## src/rtl/rtc_bus_pkg.sv

```systemverilog
// Shared types and default chip-cycle timing for the RTC bus sequencer.
package rtc_bus_pkg;

  localparam int T_SU  = 2;
  localparam int T_STB = 8;
  localparam int T_HD  = 2;
  localparam int T_GAP = 4;

  typedef enum logic [2:0] {
    ST_IDLE,
    ST_ADDR_SU,
    ST_ADDR_STB,
    ST_ADDR_HD,
    ST_DATA_SU,
    ST_DATA_STB,
    ST_DATA_HD,
    ST_GAP
  } state_t;

endpackage

```

## src/rtl/rtc_bus_sequencer_if.sv

```systemverilog
// Host request/response and multiplexed RTC chip bus grouped into one bundle.
interface rtc_bus_sequencer_if;
  logic       start;
  logic       rw;
  logic [7:0] addr;
  logic [7:0] wdata;
  logic       busy;
  logic       done;
  logic [7:0] rdata;
  logic [7:0] ad_out;
  logic       ad_oe;
  logic [7:0] ad_in;
  logic       cs_n;
  logic       rd_n;
  logic       wr_n;
  logic       ad_n;

  modport master (
    output start, rw, addr, wdata, ad_in,
    input  busy, done, rdata, ad_out, ad_oe, cs_n, rd_n, wr_n, ad_n
  );

  modport slave (
    input  start, rw, addr, wdata, ad_in,
    output busy, done, rdata, ad_out, ad_oe, cs_n, rd_n, wr_n, ad_n
  );
endinterface

```

## src/rtl/bus_phase_timer.sv

```systemverilog
// Loadable down-counter that parks at zero; a load always wins over counting.
module bus_phase_timer #(
  parameter int W = 4
) (
  input  logic         i_clock,
  input  logic         i_reset,
  input  logic         i_load,
  input  logic [W-1:0] i_load_val,
  output logic [W-1:0] o_count,
  output logic         o_zero
);

  logic [W-1:0] r_count;

  always_ff @(posedge i_clock) begin
    if (!i_reset) begin
      r_count <= '0;
    end else if (i_load) begin
      r_count <= i_load_val;
    end else if (r_count != '0) begin
      r_count <= r_count - 1'b1;
    end
  end

  assign o_count = r_count;
  assign o_zero  = (r_count == '0);

endmodule

```

## src/rtl/rtc_bus_sequencer.sv

```systemverilog
// Two-phase (address, then data) RTC chip bus cycle engine, one transaction per start.
//   state       | meaning
//   IDLE        | bus released, waiting for start
//   ADDR_SU     | address driven, ad_n=0, before write strobe
//   ADDR_STB    | wr_n low latching the address
//   ADDR_HD     | address held after strobe
//   DATA_SU     | ad_n=1, write data driven or bus released for read
//   DATA_STB    | wr_n or rd_n low; read data captured on last cycle
//   DATA_HD     | strobes high, cs_n still low
//   GAP         | cs_n high between transactions, done on last cycle
module rtc_bus_sequencer #(
  parameter int T_SU  = rtc_bus_pkg::T_SU,
  parameter int T_STB = rtc_bus_pkg::T_STB,
  parameter int T_HD  = rtc_bus_pkg::T_HD,
  parameter int T_GAP = rtc_bus_pkg::T_GAP
) (
  input logic                i_clock,
  input logic                i_reset,
  rtc_bus_sequencer_if.slave bus
);
  import rtc_bus_pkg::*;

  localparam int T_M1  = (T_SU > T_STB) ? T_SU : T_STB;
  localparam int T_M2  = (T_HD > T_GAP) ? T_HD : T_GAP;
  localparam int T_MAX = (T_M1 > T_M2) ? T_M1 : T_M2;
  localparam int CNT_W = $clog2(T_MAX) + 1;

  localparam logic [CNT_W-1:0] L_SU  = CNT_W'(T_SU - 1);
  localparam logic [CNT_W-1:0] L_STB = CNT_W'(T_STB - 1);
  localparam logic [CNT_W-1:0] L_HD  = CNT_W'(T_HD - 1);
  localparam logic [CNT_W-1:0] L_GAP = CNT_W'(T_GAP - 1);

  state_t           r_state, w_nxt_state;
  logic             r_rw;
  logic [7:0]       r_addr, r_wdata;
  logic             w_load, w_zero;
  logic [CNT_W-1:0] w_load_val, w_count, w_cnt_nxt;
  logic             w_rw_sel;
  logic [7:0]       w_addr_sel, w_wdata_sel;

  logic       r_busy, r_done, r_ad_oe, r_cs_n, r_rd_n, r_wr_n, r_ad_n;
  logic [7:0] r_rdata, r_ad_out;
  logic       w_busy, w_done, w_ad_oe, w_cs_n, w_rd_n, w_wr_n, w_ad_n, w_cap;
  logic [7:0] w_ad_out;

  bus_phase_timer #(.W(CNT_W)) u_timer (
    .i_clock    (i_clock),
    .i_reset    (i_reset),
    .i_load     (w_load),
    .i_load_val (w_load_val),
    .o_count    (w_count),
    .o_zero     (w_zero)
  );

  always_comb begin
    w_nxt_state = r_state;
    w_load      = 1'b0;
    w_load_val  = '0;
    case (r_state)
      ST_IDLE:     if (bus.start) w_nxt_state = ST_ADDR_SU;
      ST_ADDR_SU:  if (w_zero) w_nxt_state = ST_ADDR_STB;
      ST_ADDR_STB: if (w_zero) w_nxt_state = ST_ADDR_HD;
      ST_ADDR_HD:  if (w_zero) w_nxt_state = ST_DATA_SU;
      ST_DATA_SU:  if (w_zero) w_nxt_state = ST_DATA_STB;
      ST_DATA_STB: if (w_zero) w_nxt_state = ST_DATA_HD;
      ST_DATA_HD:  if (w_zero) w_nxt_state = ST_GAP;
      ST_GAP:      if (w_zero) w_nxt_state = ST_IDLE;
      default:     w_nxt_state = ST_IDLE;
    endcase
    if (w_nxt_state != r_state) begin
      w_load = 1'b1;
      case (w_nxt_state)
        ST_ADDR_SU, ST_DATA_SU:   w_load_val = L_SU;
        ST_ADDR_STB, ST_DATA_STB: w_load_val = L_STB;
        ST_ADDR_HD, ST_DATA_HD:   w_load_val = L_HD;
        ST_GAP:                   w_load_val = L_GAP;
        default:                  w_load_val = '0;
      endcase
    end
    w_cnt_nxt = w_load ? w_load_val : (w_zero ? '0 : w_count - 1'b1);
  end

  // Outputs are registered from the next state, so the launch cycle must use live inputs.
  assign w_rw_sel    = (r_state == ST_IDLE) ? bus.rw    : r_rw;
  assign w_addr_sel  = (r_state == ST_IDLE) ? bus.addr  : r_addr;
  assign w_wdata_sel = (r_state == ST_IDLE) ? bus.wdata : r_wdata;
  assign w_cap       = (r_state == ST_DATA_STB) && w_zero && r_rw;

  always_comb begin
    w_busy   = (w_nxt_state != ST_IDLE);
    w_done   = (w_nxt_state == ST_GAP) && (w_cnt_nxt == '0);
    w_cs_n   = 1'b1;
    w_rd_n   = 1'b1;
    w_wr_n   = 1'b1;
    w_ad_n   = 1'b1;
    w_ad_oe  = 1'b0;
    w_ad_out = 8'h00;
    case (w_nxt_state)
      ST_ADDR_SU, ST_ADDR_STB, ST_ADDR_HD: begin
        w_cs_n   = 1'b0;
        w_ad_n   = 1'b0;
        w_ad_oe  = 1'b1;
        w_ad_out = w_addr_sel;
        w_wr_n   = (w_nxt_state != ST_ADDR_STB);
      end
      ST_DATA_SU, ST_DATA_STB, ST_DATA_HD: begin
        w_cs_n = 1'b0;
        if (!w_rw_sel) begin
          w_ad_oe  = 1'b1;
          w_ad_out = w_wdata_sel;
          w_wr_n   = (w_nxt_state != ST_DATA_STB);
        end else begin
          w_rd_n = (w_nxt_state != ST_DATA_STB);
        end
      end
      default: ;
    endcase
  end

  always_ff @(posedge i_clock) begin
    if (!i_reset) begin
      r_state  <= ST_IDLE;
      r_rw     <= 1'b0;
      r_addr   <= 8'h00;
      r_wdata  <= 8'h00;
      r_busy   <= 1'b0;
      r_done   <= 1'b0;
      r_rdata  <= 8'h00;
      r_ad_out <= 8'h00;
      r_ad_oe  <= 1'b0;
      r_cs_n   <= 1'b1;
      r_rd_n   <= 1'b1;
      r_wr_n   <= 1'b1;
      r_ad_n   <= 1'b1;
    end else begin
      r_state <= w_nxt_state;
      if (r_state == ST_IDLE && bus.start) begin
        r_rw    <= bus.rw;
        r_addr  <= bus.addr;
        r_wdata <= bus.wdata;
      end
      if (w_cap) r_rdata <= bus.ad_in;
      r_busy   <= w_busy;
      r_done   <= w_done;
      r_ad_out <= w_ad_out;
      r_ad_oe  <= w_ad_oe;
      r_cs_n   <= w_cs_n;
      r_rd_n   <= w_rd_n;
      r_wr_n   <= w_wr_n;
      r_ad_n   <= w_ad_n;
    end
  end

  assign bus.busy   = r_busy;
  assign bus.done   = r_done;
  assign bus.rdata  = r_rdata;
  assign bus.ad_out = r_ad_out;
  assign bus.ad_oe  = r_ad_oe;
  assign bus.cs_n   = r_cs_n;
  assign bus.rd_n   = r_rd_n;
  assign bus.wr_n   = r_wr_n;
  assign bus.ad_n   = r_ad_n;

endmodule
```

## src/flat_wrapper.sv

```systemverilog
// flat-port wrapper written by rule: the top's interface ports become plain ports
module rtc_bus_sequencer_flat import rtc_bus_pkg::*;
#(
  parameter int T_SU  = rtc_bus_pkg::T_SU,
  parameter int T_STB = rtc_bus_pkg::T_STB,
  parameter int T_HD  = rtc_bus_pkg::T_HD,
  parameter int T_GAP = rtc_bus_pkg::T_GAP
)
  (i_clock, i_reset, bus_start, bus_rw, bus_addr, bus_wdata, bus_ad_in, bus_busy, bus_done, bus_rdata, bus_ad_out, bus_ad_oe, bus_cs_n, bus_rd_n, bus_wr_n, bus_ad_n);
  rtc_bus_sequencer_if bus_i ();
  input logic i_clock;
  input logic i_reset;
  input wire logic [$bits(bus_i.start)-1:0] bus_start;
  input wire logic [$bits(bus_i.rw)-1:0] bus_rw;
  input wire logic [$bits(bus_i.addr)-1:0] bus_addr;
  input wire logic [$bits(bus_i.wdata)-1:0] bus_wdata;
  input wire logic [$bits(bus_i.ad_in)-1:0] bus_ad_in;
  output wire logic [$bits(bus_i.busy)-1:0] bus_busy;
  output wire logic [$bits(bus_i.done)-1:0] bus_done;
  output wire logic [$bits(bus_i.rdata)-1:0] bus_rdata;
  output wire logic [$bits(bus_i.ad_out)-1:0] bus_ad_out;
  output wire logic [$bits(bus_i.ad_oe)-1:0] bus_ad_oe;
  output wire logic [$bits(bus_i.cs_n)-1:0] bus_cs_n;
  output wire logic [$bits(bus_i.rd_n)-1:0] bus_rd_n;
  output wire logic [$bits(bus_i.wr_n)-1:0] bus_wr_n;
  output wire logic [$bits(bus_i.ad_n)-1:0] bus_ad_n;
  assign bus_i.start = bus_start;
  assign bus_i.rw = bus_rw;
  assign bus_i.addr = bus_addr;
  assign bus_i.wdata = bus_wdata;
  assign bus_i.ad_in = bus_ad_in;
  assign bus_busy = bus_i.busy;
  assign bus_done = bus_i.done;
  assign bus_rdata = bus_i.rdata;
  assign bus_ad_out = bus_i.ad_out;
  assign bus_ad_oe = bus_i.ad_oe;
  assign bus_cs_n = bus_i.cs_n;
  assign bus_rd_n = bus_i.rd_n;
  assign bus_wr_n = bus_i.wr_n;
  assign bus_ad_n = bus_i.ad_n;
  rtc_bus_sequencer #(.T_SU(T_SU), .T_STB(T_STB), .T_HD(T_HD), .T_GAP(T_GAP)) u_core (.i_clock(i_clock), .i_reset(i_reset), .bus(bus_i));
endmodule
```

## config.mk

```make
export PLATFORM = sky130hd
export DESIGN_NAME = rtc_bus_sequencer_flat
export DESIGN_NICKNAME = d
export VERILOG_FILES = /design/src/rtl/rtc_bus_pkg.sv /design/src/rtl/rtc_bus_sequencer_if.sv /design/src/rtl/bus_phase_timer.sv /design/src/rtl/rtc_bus_sequencer.sv /design/src/flat_wrapper.sv
export SDC_FILE = /design/constraint.sdc
export NUM_CORES = 1
export LEC_CHECK = 0
export ABC_AREA = 1
export BUFFER_PORTS_ARGS = -buffer_cell sky130_fd_sc_hd__buf_2
export CORE_UTILIZATION = 53
export DETAILED_ROUTE_END_ITERATION = 10
export GPL_ROUTABILITY_DRIVEN = 0
export PLACE_DENSITY = 0.81
export SETUP_SLACK_MARGIN = 0.2
export SLEW_MARGIN = 20
export SYNTH_ARGS = -nofsm -noshare
export SYNTH_HDL_FRONTEND = slang
export SYNTH_SLANG_ARGS = --single-unit
```

## constraint.sdc

```tcl
create_clock -name i_clock -period 2.1 [get_ports i_clock]
set_input_delay 0.21 -clock i_clock [delete_from_list [all_inputs] [get_ports i_clock]]
set_output_delay 0.21 -clock i_clock [all_outputs]
set_load 0.005 [all_outputs]
```

## Word-level counts from Yosys, hierarchy flattened

Cells that the tools add are included.

| cells by class | value |
|---|---|
| reductions and logical operators | 16 |
| bitwise gates (word level) | 0 |
| $mul | 0 |
| magnitude comparators | 0 |
| equality and inequality tests | 17 |
| add/sub/neg operators | 1 |
| shift-type cells | 0 |
| mux-type cells | 27 |
| divide/modulo/power cells | 0 |

Operators by type and width:

| operator | number |
|---|---|
| equality test 3 bit (second input constant) | 8 |
| two-way mux 3 bit | 8 |
| two-way mux 8 bit | 3 |
| one-hot mux 3 bit (8 select lines) | 1 |
| two-way mux 4 bit | 5 |
| one-hot mux 8 bit (2 select lines) | 1 |
| equality test 3 x 2 -> 1 bit (second input constant) | 4 |
| one-hot mux 3 bit (3 select lines) | 1 |
| zero test 4 bit | 2 |
| equality test 3 x 1 -> 1 bit (second input constant) | 2 |
| two-way mux 1 bit | 6 |
| OR reduction 3 bit | 2 |
| OR reduction 6 bit | 1 |
| logical AND 1 bit | 4 |
| one-hot mux 1 bit (2 select lines) | 2 |
| nonzero test 4 bit | 1 |
| OR reduction 4 bit | 1 |
| subtractor 4 x 1 -> 4 bit (second input constant) | 1 |
| zero test 3 bit | 1 |
| inequality test 3 x 2 -> 1 bit (second input constant) | 1 |
| inequality test 3 bit | 1 |
| inequality test 3 bit (second input constant) | 1 |
| AND reduction 3 bit | 1 |
| nonzero test 3 bit | 1 |
| other kinds (2) | 2 |

| storage, ports and cells | value |
|---|---|
| word-level logic and storage cells | 75 |
| output and inout port bits | 23 |
| ROM bits | 0 |
| memories | 0 |
| flip-flop bits (word level) | 47 |
| latch bits | 0 |
| RAM bits | 0 |

## Depth between registers and ports, before layout

Gate-level depths: netlist (run 1).

| logic depth | value |
|---|---|
| depth in word-level cells | 10 |
| gate-level depth with buffers | 13 |
| mapped depth without buffers | 13 |

## Cells and area by module

A second synthesis (run 1) with hierarchy kept.

| second synthesis, totals | value |
|---|---|
| cell total of the unflattened synthesis | 301 |
| area total of the unflattened synthesis | 2155.8 um^2 |

By module, submodules not included:

| module | area an instance (um^2) | cells an instance | instances | seq. area each (um^2) |
|---|---|---|---|---|
| rtc_bus_sequencer | 1908.1 | 261 | 1 | 860.8 |
| bus_phase_timer | 247.7 | 40 | 1 | 80.1 |

## Worst setup path after synthesis (run 1)

Ideal clock, no wire load.

| path | value |
|---|---|
| path type | flip-flop to flip-flop |
| start point | register u_core.u_timer.r_count[0] (netlist: u_core.u_timer.o_count[0]) |
| end point | register u_core.r_done (netlist: u_core.bus.done) |
| required time | 1990 ps |
| library setup time | 110 ps |
| slack | 587 ps |
| clock period less this slack | 1513 ps |
| data arrival time | 1403 ps |
| cell stages (with the launch flop) | 11 |
| buffers on the path | 0 |
| cells stage by stage | dfxtp_1 -> inv_1 -> ha_1 -> nand2_4 -> nand2_1 -> o21ai_0 -> inv_1 -> nand2_1 -> nand2_1 -> nand3_1 -> nor2_1 |

| on the way | value |
|---|---|
| cells in the longest elaborated chain, start to end | 10 |
| elaborated cells between the ends (all ways) | 27 |
| classes of those cells | add/sub (1); eq/ne (8); mux (13); reduce/logical (5) |

Ends and longest elaborated chain:

| item | line | text |
|---|---|---|
| start, declared | bus_phase_timer.sv:13 | `logic [W-1:0] r_count;` |
| start signal, assigned | bus_phase_timer.sv:19 | `r_count <= i_load_val;` |
| start signal, assigned | bus_phase_timer.sv:21 | `r_count <= r_count - 1'b1;` |
| zero test 4 bit | bus_phase_timer.sv:26 | `assign o_zero = (r_count == '0);` |
| two-way mux 3 bit, or another cell as far along | rtc_bus_sequencer.sv:67 | `ST_GAP: if (w_zero) w_nxt_state = ST_IDLE;` |
| one-hot mux 3 bit (8 select lines) | rtc_bus_sequencer.sv:59 | `case (r_state)` |
| equality test 3 x 1 -> 1 bit, or another cell as far along | rtc_bus_sequencer.sv:72 | `case (w_nxt_state)` |
| OR reduction 4 bit (no line) or OR reduction 2 bit (tied branches) | - |  |
| one-hot mux 3 bit (3 select lines) | rtc_bus_sequencer.sv:72 |  |
| two-way mux 4 bit | rtc_bus_sequencer.sv:70 | `if (w_nxt_state != r_state) begin` |
| two-way mux 4 bit | rtc_bus_sequencer.sv:80 | `w_cnt_nxt = w_load ? w_load_val : (w_zero ? '0 : w_count - 1'b1);` |
| zero test 4 bit | rtc_bus_sequencer.sv:91 | `w_done = (w_nxt_state == ST_GAP) && (w_cnt_nxt == '0);` |
| logical AND 1 bit * | rtc_bus_sequencer.sv:91 |  |
| end signal, assigned | rtc_bus_sequencer.sv:144 | `r_done <= w_done;` |
| end, declared | rtc_bus_sequencer.sv:41 | `logic r_busy, r_done, r_ad_oe, r_cs_n, r_rd_n, r_wr_n, r_ad_n;` |

Mark *: on every way between the ends. The rest lies on a longest branch, timed or not.
A chain may end at the register's enable or synchronous reset.

## Worst setup path in the final report (run 1)

| path | value |
|---|---|
| start point | register u_core.r_state[1] |
| end point | register u_core.r_ad_out[0] (netlist: u_core.bus.ad_out[0]) |

| on the way | value |
|---|---|
| cells in the longest elaborated chain, start to end | 5 |
| elaborated cells between the ends (all ways) | 30 |
| classes of those cells | eq/ne (13); mux (14); reduce/logical (3) |

Ends and longest elaborated chain:

| item | line | text |
|---|---|---|
| start, declared | rtc_bus_sequencer.sv:33 | `state_t r_state, w_nxt_state;` |
| start signal, assigned | rtc_bus_sequencer.sv:136 | `r_state <= w_nxt_state;` |
| equality test 3 bit, or another cell as far along | rtc_bus_sequencer.sv:59 |  |
| one-hot mux 3 bit (8 select lines) | rtc_bus_sequencer.sv:59 |  |
| equality test 3 bit, or another cell as far along | rtc_bus_sequencer.sv:98 | `case (w_nxt_state)` |
| OR reduction 3 bit | rtc_bus_sequencer.sv:98 |  |
| one-hot mux 8 bit (2 select lines) * | rtc_bus_sequencer.sv:98 |  |
| end signal, assigned | rtc_bus_sequencer.sv:145 | `r_ad_out <= w_ad_out;` |
| end, declared | rtc_bus_sequencer.sv:42 | `logic [7:0] r_rdata, r_ad_out;` |

Marked as above.

==> results of run 1 <==
-- what timing repair did --
action | 4_1_cts | 5_1_grt
hold buffers | 0 | 0
gates resized for setup | 0 | 3
endpoints found under the setup margin | 0 | 17
-- worst min path at each step --
stage,start,end,slack (ps),cells after the start
floorplan,bus_ad_in[0],u_core.bus.rdata[0],340,2
global placement,bus_ad_in[4],u_core.bus.rdata[4],430,3
detailed placement,bus_ad_in[4],u_core.bus.rdata[4],440,3
CTS,bus_ad_in[4],u_core.bus.rdata[4],130,3
global route,bus_ad_in[4],u_core.bus.rdata[4],130,3
finish,bus_ad_in[4],u_core.bus.rdata[4],130,3
-- per-stage QoR --
stage	utilization	setup WS (ps)	hold WS [ps]	cell area (µm²)
floorplan	-	587.0	344.9	2233
CTS	0.6432	229.1	126.2	2591
global route	0.6441	202.9	132.3	2595
finish	0.6441	344.3	133.2	2595
detailed placement	0.6221	303.3	437.0	2506
global placement	0.6221	377.2	431.3	2506
-- sequential cells by signal, indices dropped and copies added, names as in the netlist --
name and cells:
u_core.bus.ad_n 1, u_core.bus.ad_out 8, u_core.bus.wr_n 1, u_core.bus.ad_oe 1, u_core.u_timer.o_count 4, u_core.r_wdata 8
u_core.bus.busy 1, u_core.bus.cs_n 1, u_core.bus.rd_n 1, u_core.bus.rdata 8, u_core.bus.done 1, u_core.r_state 3
u_core.r_addr 8, u_core.r_rw 1
-- metal layers --
metal,part of all wire,global-route usage,up-vias
met3,0.039,0.05137,4
met2,0.47,0.3725,49
li1,-,-,1092
met5,0,0,-
met4,0.0078,0.07181,0
met1,0.48,0.3131,927
-- worst min-delay path: cells and delay by family --
family                 cells  cell delay [ps]
buffers and inverters      1               70
and+or+nand+nor            2              110
-- cell type report --
type / count / share of cell area
flip-flops and latches: 47 / 0.3631
repair buffers: 55 / 0.1109
inverters: 25 / 0.03809
clock inverters: 2 / 0.004822
well taps: 50 / 0.02411
multi-input cells: 220 / 0.4310
clock buffers: 6 / 0.02797
-- logic make-up (layout without fill, tap and decap cells) --
kind of cell / after synthesis / count (layout) / synth area share
compound gates: 52 / 52 / 0.1266
xor+xnor: 2 / 2 / 0.007845
fa+ha+maj: 1 / 1 / 0.005601
buf+inv: 39 / 88 / 0.07899
flops: 47 / 47 / 0.4213
simple gates: 165 / 165 / 0.3597
-- cell usage in the layout, fill, tap and decap left out, drive strengths merged --
master	instances
clkinv	3
inv	23
o21ai	22
ha	1
nand2	96
nor2	25
o211ai	1
clkinvlp	1
clkbuf	6
xor2	2
a21oi	28
dfxtp	47
a31oi	1
nand3	30
nor3	4
or2	1
nand4	9
buf	55
-- power by group --
group	total [mW]	switching, mW	internal, mW	leakage, nW
clock	0.522	0.289	0.233	0.0412
combinational	1.90	1.27	0.629	0.809
sequential	1.24	0.120	1.12	0.386
==> results by group, run 1 <==
Drt
  – # DRC: 0
  – Via density: 5.116
  – DR iter-0 viols: 156
  – Antenna viol nets, final: 0
  – Wirelength, routed: 4.758 mm
  – Vias after detailed routing: 2072
  – Drt pass-1 iters: 5
  – WL/cell: 11.75 µm

Worst setup path
  – Worst setup path start: u_core.r_state[1]
  – Crit path DAT: 1980 ps
  – Worst R2R Setup Slack: 340 ps
  – CP Data Required Time: 2320 ps
  – Reg2reg start: u_core.r_state[1]
  – Critical Path Max Stage Delay: 440 ps
  – Critical-path cell list: nor2_4, nand2_4, clkinv_4, nand3_4, nand2_4, a21oi_4, nand2_1, a21oi_1
  – Critical path's slowest cell: dfxtp_2
  – Critical path class: register to register
  – Crit. path cell count: 8
  – Most frequent CP cell: nand2_4
  – Reg2reg path depth: 8
  – CP max FO: 35
  – CP delay by family, top: simple AND/OR/NAND/NOR gates
  – CP Capture Type: register
  – FF-to-FF End: u_core.bus.ad_out[0]
  – Worst Path Buf+Inv: 1
  – Startpoint types: register
  – CP endpoint: u_core.bus.ad_out[0]

Logic synthesis
  – Synth area leader: dfxtp_1
  – Syn_area_per_cell: 7.299 µm²
  – Synth top area share: 0.4213
  – Sequential area share after synthesis: 0.4213
  – Async SR Flop Fraction: 0
  – Synth Instances: 306
  – Cell with the most instances after synthesis: nand2_1
  – Synth Register Bits: 47
  – Most instantiated cells after synthesis: nand2_1, dfxtp_1, a21oi_1, nand3_1, nor2_1
  – Ys Warns: 0
  – Syn Std Cell Area: 2233 µm²
  – EDFF count, synth: 0
  – Post-Syn Nets: 335
  – Yosys cell types: 30
  – Top FF cell, synth: dfxtp_1
  – Ranking of synthesized cells by area: dfxtp_1, nand2_1, a21oi_1

Clocking
  – Clock slew at reported path FFs: 80 ps
  – Clk sink count: 47
  – CTS Buffer Depth: 2
  – Total setup buffers inserted after CTS: 0
  – Clock latency at the later pin of the worst-skew pair: 300 ps
  – CTS tree: done
  – Total CTS buffers: 5
  – CTS root buf: clkbuf_8
  – H-tree depth: 2

GRT
  – Largest net degree at the start of global routing: 36
  – Vias in the first global route: 1762
  – Global-route wire length before repair: 7.886 mm
  – Grt total ovfl: 0
  – Tot GR Track Use: 0.2343
  – Initial antenna violation count: 0

Cells and area
  – Layout area overhead: 16.19%
  – Fill count: 377
  – Layout cells sized above 1: 0.2563
  – Layout Cells excl Fill: 405
  – Register Area: 942.2 µm²
  – Layout net count: 383
  – # diodes: 0
  – Area occupied by multi-input gates: 1119 µm²

Run status
  – Status: complete, no violations

Die
  – Core area: 4029 µm²
  – Initial Utilization: 0.5543
  – Die height: 66.92 µm
  – Die W: 66.92 µm
  – IO Pins: 51
  – Die area: 4478 µm²
  – Cell row count: 23

Place
  – Detail Placement HPWL: 3.373 mm
  – PortBufs: 50
  – Inst Count DP: 397

Timing
  – Fin Setup TNS: 0 ps
  – Final slew viol count: 0
  – Peak Freq: 569.6 MHz
  – Tmin final: 1756 ps
  – Final worst path period share: 0.8361
  – Final setup viols: 0
  – Slew @ Worst Pin: 420.3 ps
  – RSZ-0062 raised after global routing: no
  – Slew margin rel.: 0.7198
  – Worst Skew: 4.901 ps
  – Hold Violations, Final: 0

Hold path
  – Class of the worst hold path: input port to register

Pwr
  – Total power: 3.660 mW
  – Worst vdd ir: 607.5 µV
  – Pwr dens: 1411 nW/µm²
  – Static leakage: 1.236 nW

Flow run
  – Max-cap violations: 0
Note: power is estimated with default switching activity, not from simulation.
==> run 2: changes to the inputs <==
CORE_UTILIZATION = 48   (was 53)
PLACE_DENSITY = 0.77   (was 0.81)
clock period = 1.5 ns   (was 2.1 ns; I/O delays follow)
==> results by group, run 2 (synthesized netlist as in run 1, its figures left out) <==
Timing
  – Slew margin rel.: 0.8045
  – Final worst path period share: 1.070
  – Final WS setup: -104.5 ps
  – Tmin final: 1604 ps
  – Peak Freq: 623.2 MHz
  – RSZ-0062 raised after global routing: yes
  – Worst Skew: 7.965 ps
  – Final setup viols: 13
  – Hold Violations, Final: 0
  – Slew @ Worst Pin: 291.5 ps
  – Final slew viol count: 0

Worst setup path
  – Worst R2R Setup Slack: -100 ps
  – CP Capture Type: register
  – CP max FO: 5
  – Reg2reg start: u_core.u_timer.o_count[1]
  – Crit path DAT: 1840 ps
  – Startpoint types: register
  – CP Data Required Time: 1730 ps
  – Reg2reg path depth: 8
  – Critical path class: register to register
  – FF-to-FF End: u_core.bus.ad_out[0]

GRT
  – Tot GR Track Use: 0.2358
  – Initial antenna violation count: 0
  – Largest net degree at the start of global routing: 23
  – Global-route wire length before repair: 9.225 mm
  – Grt total ovfl: 0
  – Vias in the first global route: 2052

Clocking
  – Clock latency at the later pin of the worst-skew pair: 300 ps
  – H-tree depth: 2
  – CTS tree: done
  – CTS root buf: clkbuf_8
  – Hold_buf cts: 0
  – Clock slew at reported path FFs: 90 ps
  – CTS Buffer Depth: 2
  – Total CTS buffers: 5
  – Clk sink count: 47

Place
  – Detail Placement HPWL: 3.617 mm
  – PortBufs: 50
  – Place WS: -64.70 ps

Drt
  – Antenna viol nets, final: 0
  – WL/cell: 14.49 µm
  – Vias after detailed routing: 2335
  – Drt pass-1 iters: 4
  – Via density: 5.380
  – Wirelength, routed: 6.287 mm
  – # DRC: 0
  – DR iter-0 viols: 232

Die
  – Die height: 70.21 µm
  – Cell row count: 24
  – Initial Utilization: 0.5060
  – Die W: 70.21 µm
  – Core area: 4414 µm²
  – Die area: 4929 µm²
  – IO Pins: 51

Cells and area
  – Layout cells sized above 1: 0.3848
  – Most common cell after layout, fill and taps aside: nand2_1
  – Post-layout util: 0.6922
  – Layout net count: 410
  – Layout area overhead: 36.81%
  – # diodes: 0
  – Most frequent cells in the layout: nand2_1, buf_2, dfxtp_1

Hold path
  – Hold path start: bus_ad_in[5]
  – WHS Endpoint: u_core.bus.rdata[5]
  – Hold depth: 3
  – Class of the worst hold path: input port to register

Pwr
  – Worst vdd ir: 1030 µV
  – Pwr dens: 2220 nW/µm²
  – Total power: 6.784 mW
  – Static leakage: 1.424 nW

Flow run
  – Max-cap violations: 0

Run status
  – Status: finished, violations left
  – Failing checks: negative setup slack
run 2: changes by cell type in the layout (fill, tap and decap cells not counted), moves of 4 or more:
cell     previous run  this run
buf_4               5        19
dfxtp_1            46        42
o21ai_1             2         9
buf_6               0         7
nand2_1            86        78
nand2_2             4         9
o21ai_2             2         6
o21ai_0            18         5
nor2_1             23        19
inv_1              18        13
run 2: worst max path at each step:
stage	start	slack, ps	to
after floorplan	u_core.u_timer.o_count[1]	160	u_core.u_timer.o_count[1]
after global placement	u_core.u_timer.o_count[0]	-40	u_core.bus.ad_out[0]
after detailed placement	u_core.r_state[0]	-60	u_core.bus.ad_out[7]
after CTS	u_core.u_timer.o_count[1]	1	u_core.bus.ad_out[7]
after global routing	u_core.u_timer.o_count[3]	-160	u_core.bus.ad_out[0]
final	u_core.u_timer.o_count[1]	-100	u_core.bus.ad_out[0]
run 2: layer usage:
metal | up-vias | global-route usage | wire length, µm | share of wire
li1 | 1150 | - | - | -
met1 | 1069 | 0.3104 | 2613 | 0.42
met2 | 92 | 0.3825 | 3094 | 0.49
met3 | 24 | 0.04762 | 355 | 0.056
met4 | 0 | 0.08444 | 224 | 0.036
met5 | - | 0 | 0 | 0
run 2: repair_timing:
action                     CTS  global route
pin swaps                    7            15
resized for setup           14            50
setup endpoints to repair   45            45
gates cloned                 1             1
setup buffers               12             5
run 2: layout make-up:
type                       count  area [µm²]
timing repair buffer          80       525.5
multi-input combinational    222        1274
clock buffer                   6       72.57
clock inverter                 2       60.06
inverter                      25       106.4
sequential                    47       952.2
fill                         344        1359
tap                           52       65.06
run 2: where the power goes:
part           internal (mW)  leakage, nW  switching [mW]  total, mW
Clock                  0.666       0.0654           0.418       1.08
Combinational           1.56        0.971            2.37       3.93
Sequential              1.59        0.388           0.179       1.77
Total                   3.82         1.42            2.96       6.78
run 2: worst max-delay path, stage by stage, from the launching register on:
cell and delay, ps:
dfxtp_2 330, inv_2 70, ha_4 190, nand3_4 130, o21ai_4 240, nand2_4 110
a21oi_4 220, nand2_2 100, a21oi_2 140
run 2: per-stage QoR:
step	hold WS [ps]	setup TNS [ps]	area (µm²)	instances
4_1_cts	65.80	0	2867	428
2_1_floorplan	284.9	0	2251	306
5_1_grt	71.50	-1990	3055	434
3_3_place_gp	372.2	-90.10	2599	407
3_5_place_dp	385.8	-354.6	2599	407
6_report	55.37	-726.0	3055	434
==> run 3: changes to the inputs <==
CORE_ASPECT_RATIO = 2   (was default)
==> results by group, run 3 (synthesized netlist as in run 1, its figures left out) <==
Run status
  – Status: finished, violations left
  – Failing checks: negative setup slack

Die
  – Initial Utilization: 0.5048
  – Cell row count: 34
  – Core area: 4424 µm²
  – Die height: 98.47 µm
  – Die W: 50.24 µm
  – IO Pins: 51
  – Die area: 4946 µm²

Cells and area
  – Layout cells sized above 1: 0.4875
  – Fill count: 302
  – Most common cell after layout, fill and taps aside: nand2_1
  – # diodes: 0
  – Post-route cell area: 3368 µm²
  – Layout Cells excl Fill: 454
  – Area occupied by multi-input gates: 1434 µm²
  – Layout area overhead: 50.81%
  – Most frequent cells in the layout: nand2_1, buf_2, dfxtp_1
  – Layout net count: 428
  – Register Area: 952.2 µm²

Drt
  – # DRC: 0
  – Wirelength, routed: 7.463 mm
  – WL/cell: 16.44 µm
  – Vias after detailed routing: 2511
  – Drt pass-1 iters: 4
  – DR iter-0 viols: 109
  – Via density: 5.531
  – Antenna viol nets, final: 0

Worst setup path
  – Worst Path Buf+Inv: 3
  – Critical path's slowest cell: dfxtp_2
  – CP Data Required Time: 1740 ps
  – Most frequent CP cell: inv_4
  – Crit path DAT: 1830 ps
  – CP max FO: 5
  – Startpoint types: register
  – Critical Path Max Stage Delay: 330 ps
  – CP Capture Type: register
  – Critical-path cell list: inv_2, ha_4, nand3_4, inv_4, nand2_2, nand2_4, inv_4, a21oi_4, nand2_1, a21oi_2
  – Critical path class: register to register
  – CP delay by family, top: simple AND/OR/NAND/NOR gates

Timing
  – Final WS setup: -82.28 ps
  – RSZ-0062 raised after global routing: yes
  – Peak Freq: 632.0 MHz
  – Slew margin rel.: 0.7295
  – Final setup viols: 13
  – Worst Skew: 9.414 ps
  – Hold Violations, Final: 0
  – Tmin final: 1582 ps
  – Final worst path period share: 1.055
  – Final slew viol count: 0
  – Slew @ Worst Pin: 403.3 ps
  – Worst hold slack: 52.81 ps

GRT
  – Tot GR Track Use: 0.2600
  – Vias in the first global route: 2203
  – Grt total ovfl: 0
  – Largest net degree at the start of global routing: 23
  – Global-route wire length before repair: 9.804 mm
  – Initial antenna violation count: 0

Clocking
  – CTS tree: done
  – Total CTS buffers: 5
  – CTS Buffer Depth: 2
  – Clock slew at reported path FFs: 90 ps
  – Clk sink count: 47
  – H-tree depth: 2
  – CTS root buf: clkbuf_8
  – Clock latency at the later pin of the worst-skew pair: 310 ps

Pwr
  – Pwr dens: 2338 nW/µm²
  – Static leakage: 1.551 nW
  – Worst vdd ir: 1768 µV
  – Total power: 7.877 mW

Place
  – DP Area: 2679 µm²
  – Detail Placement HPWL: 4.242 mm
  – Place WS: -6.362 ps
  – Inst Count DP: 421
  – PortBufs: 50

Flow run
  – Max-cap violations: 0

Hold path
  – Class of the worst hold path: input port to register
==> run 3: power by group <==
part	leakage [nW]	internal, mW	switching, mW
Combinational	1.10	2.14	2.99
Clock	0.0612	0.540	0.439
Sequential	0.388	1.59	0.177
==> run 3: path summary, 6_finish.rpt <==
check                       startpoint                    to  slack, ps  cells past startpoint
max          u_core.u_timer.o_count[1]  u_core.bus.ad_out[1]        -80                     10
max reg2reg  u_core.u_timer.o_count[1]  u_core.bus.ad_out[1]        -80                     10
min                       bus_ad_in[3]   u_core.bus.rdata[3]         50                      3
min reg2reg          u_core.r_wdata[4]     u_core.r_wdata[4]        460                      2
==> run 3: layer usage <==
layer,wire [µm],vias up,GRT usage
met5,0,-,0
met4,493,0,0.1473
met3,285,40,0.03395
met2,4099,104,0.4933
met1,2585,1182,0.2539
li1,-,1185,-
==> run 3: what timing repair did <==
item | 4_1_cts | 5_1_grt
buffers inserted | 6 | 15
pin swaps | 14 | 38
endpoints found under the setup margin | 44 | 44
gates resized for setup | 26 | 86
hold buffers | 0 | 0
cloned | 1 | 3
==> run 3: cell type report <==
cell class / instances / area share
Multi-Input combinational cell: 222 / 0.4257
Sequential cell: 47 / 0.2827
Timing Repair Buffer: 97 / 0.2017
Inverter: 25 / 0.03306
Clock buffer: 6 / 0.02452
Tap cell: 54 / 0.02006
Clock inverter: 2 / 0.01040
Timing Repair inverter: 1 / 0.001857
==> run 3: stage by stage <==
step                utilization  TNS (ps)
CTS                      0.6635         0
global placement         0.6055         0
detailed placement       0.6055    -13.40
finish                   0.7613    -500.6
floorplan                     -         0
global route             0.7613     -1892
==> run 3: tightest hold or removal path: stages <==
cell and delay [ps]:
buf_2 70, nor2_1 30, nor2_1 70
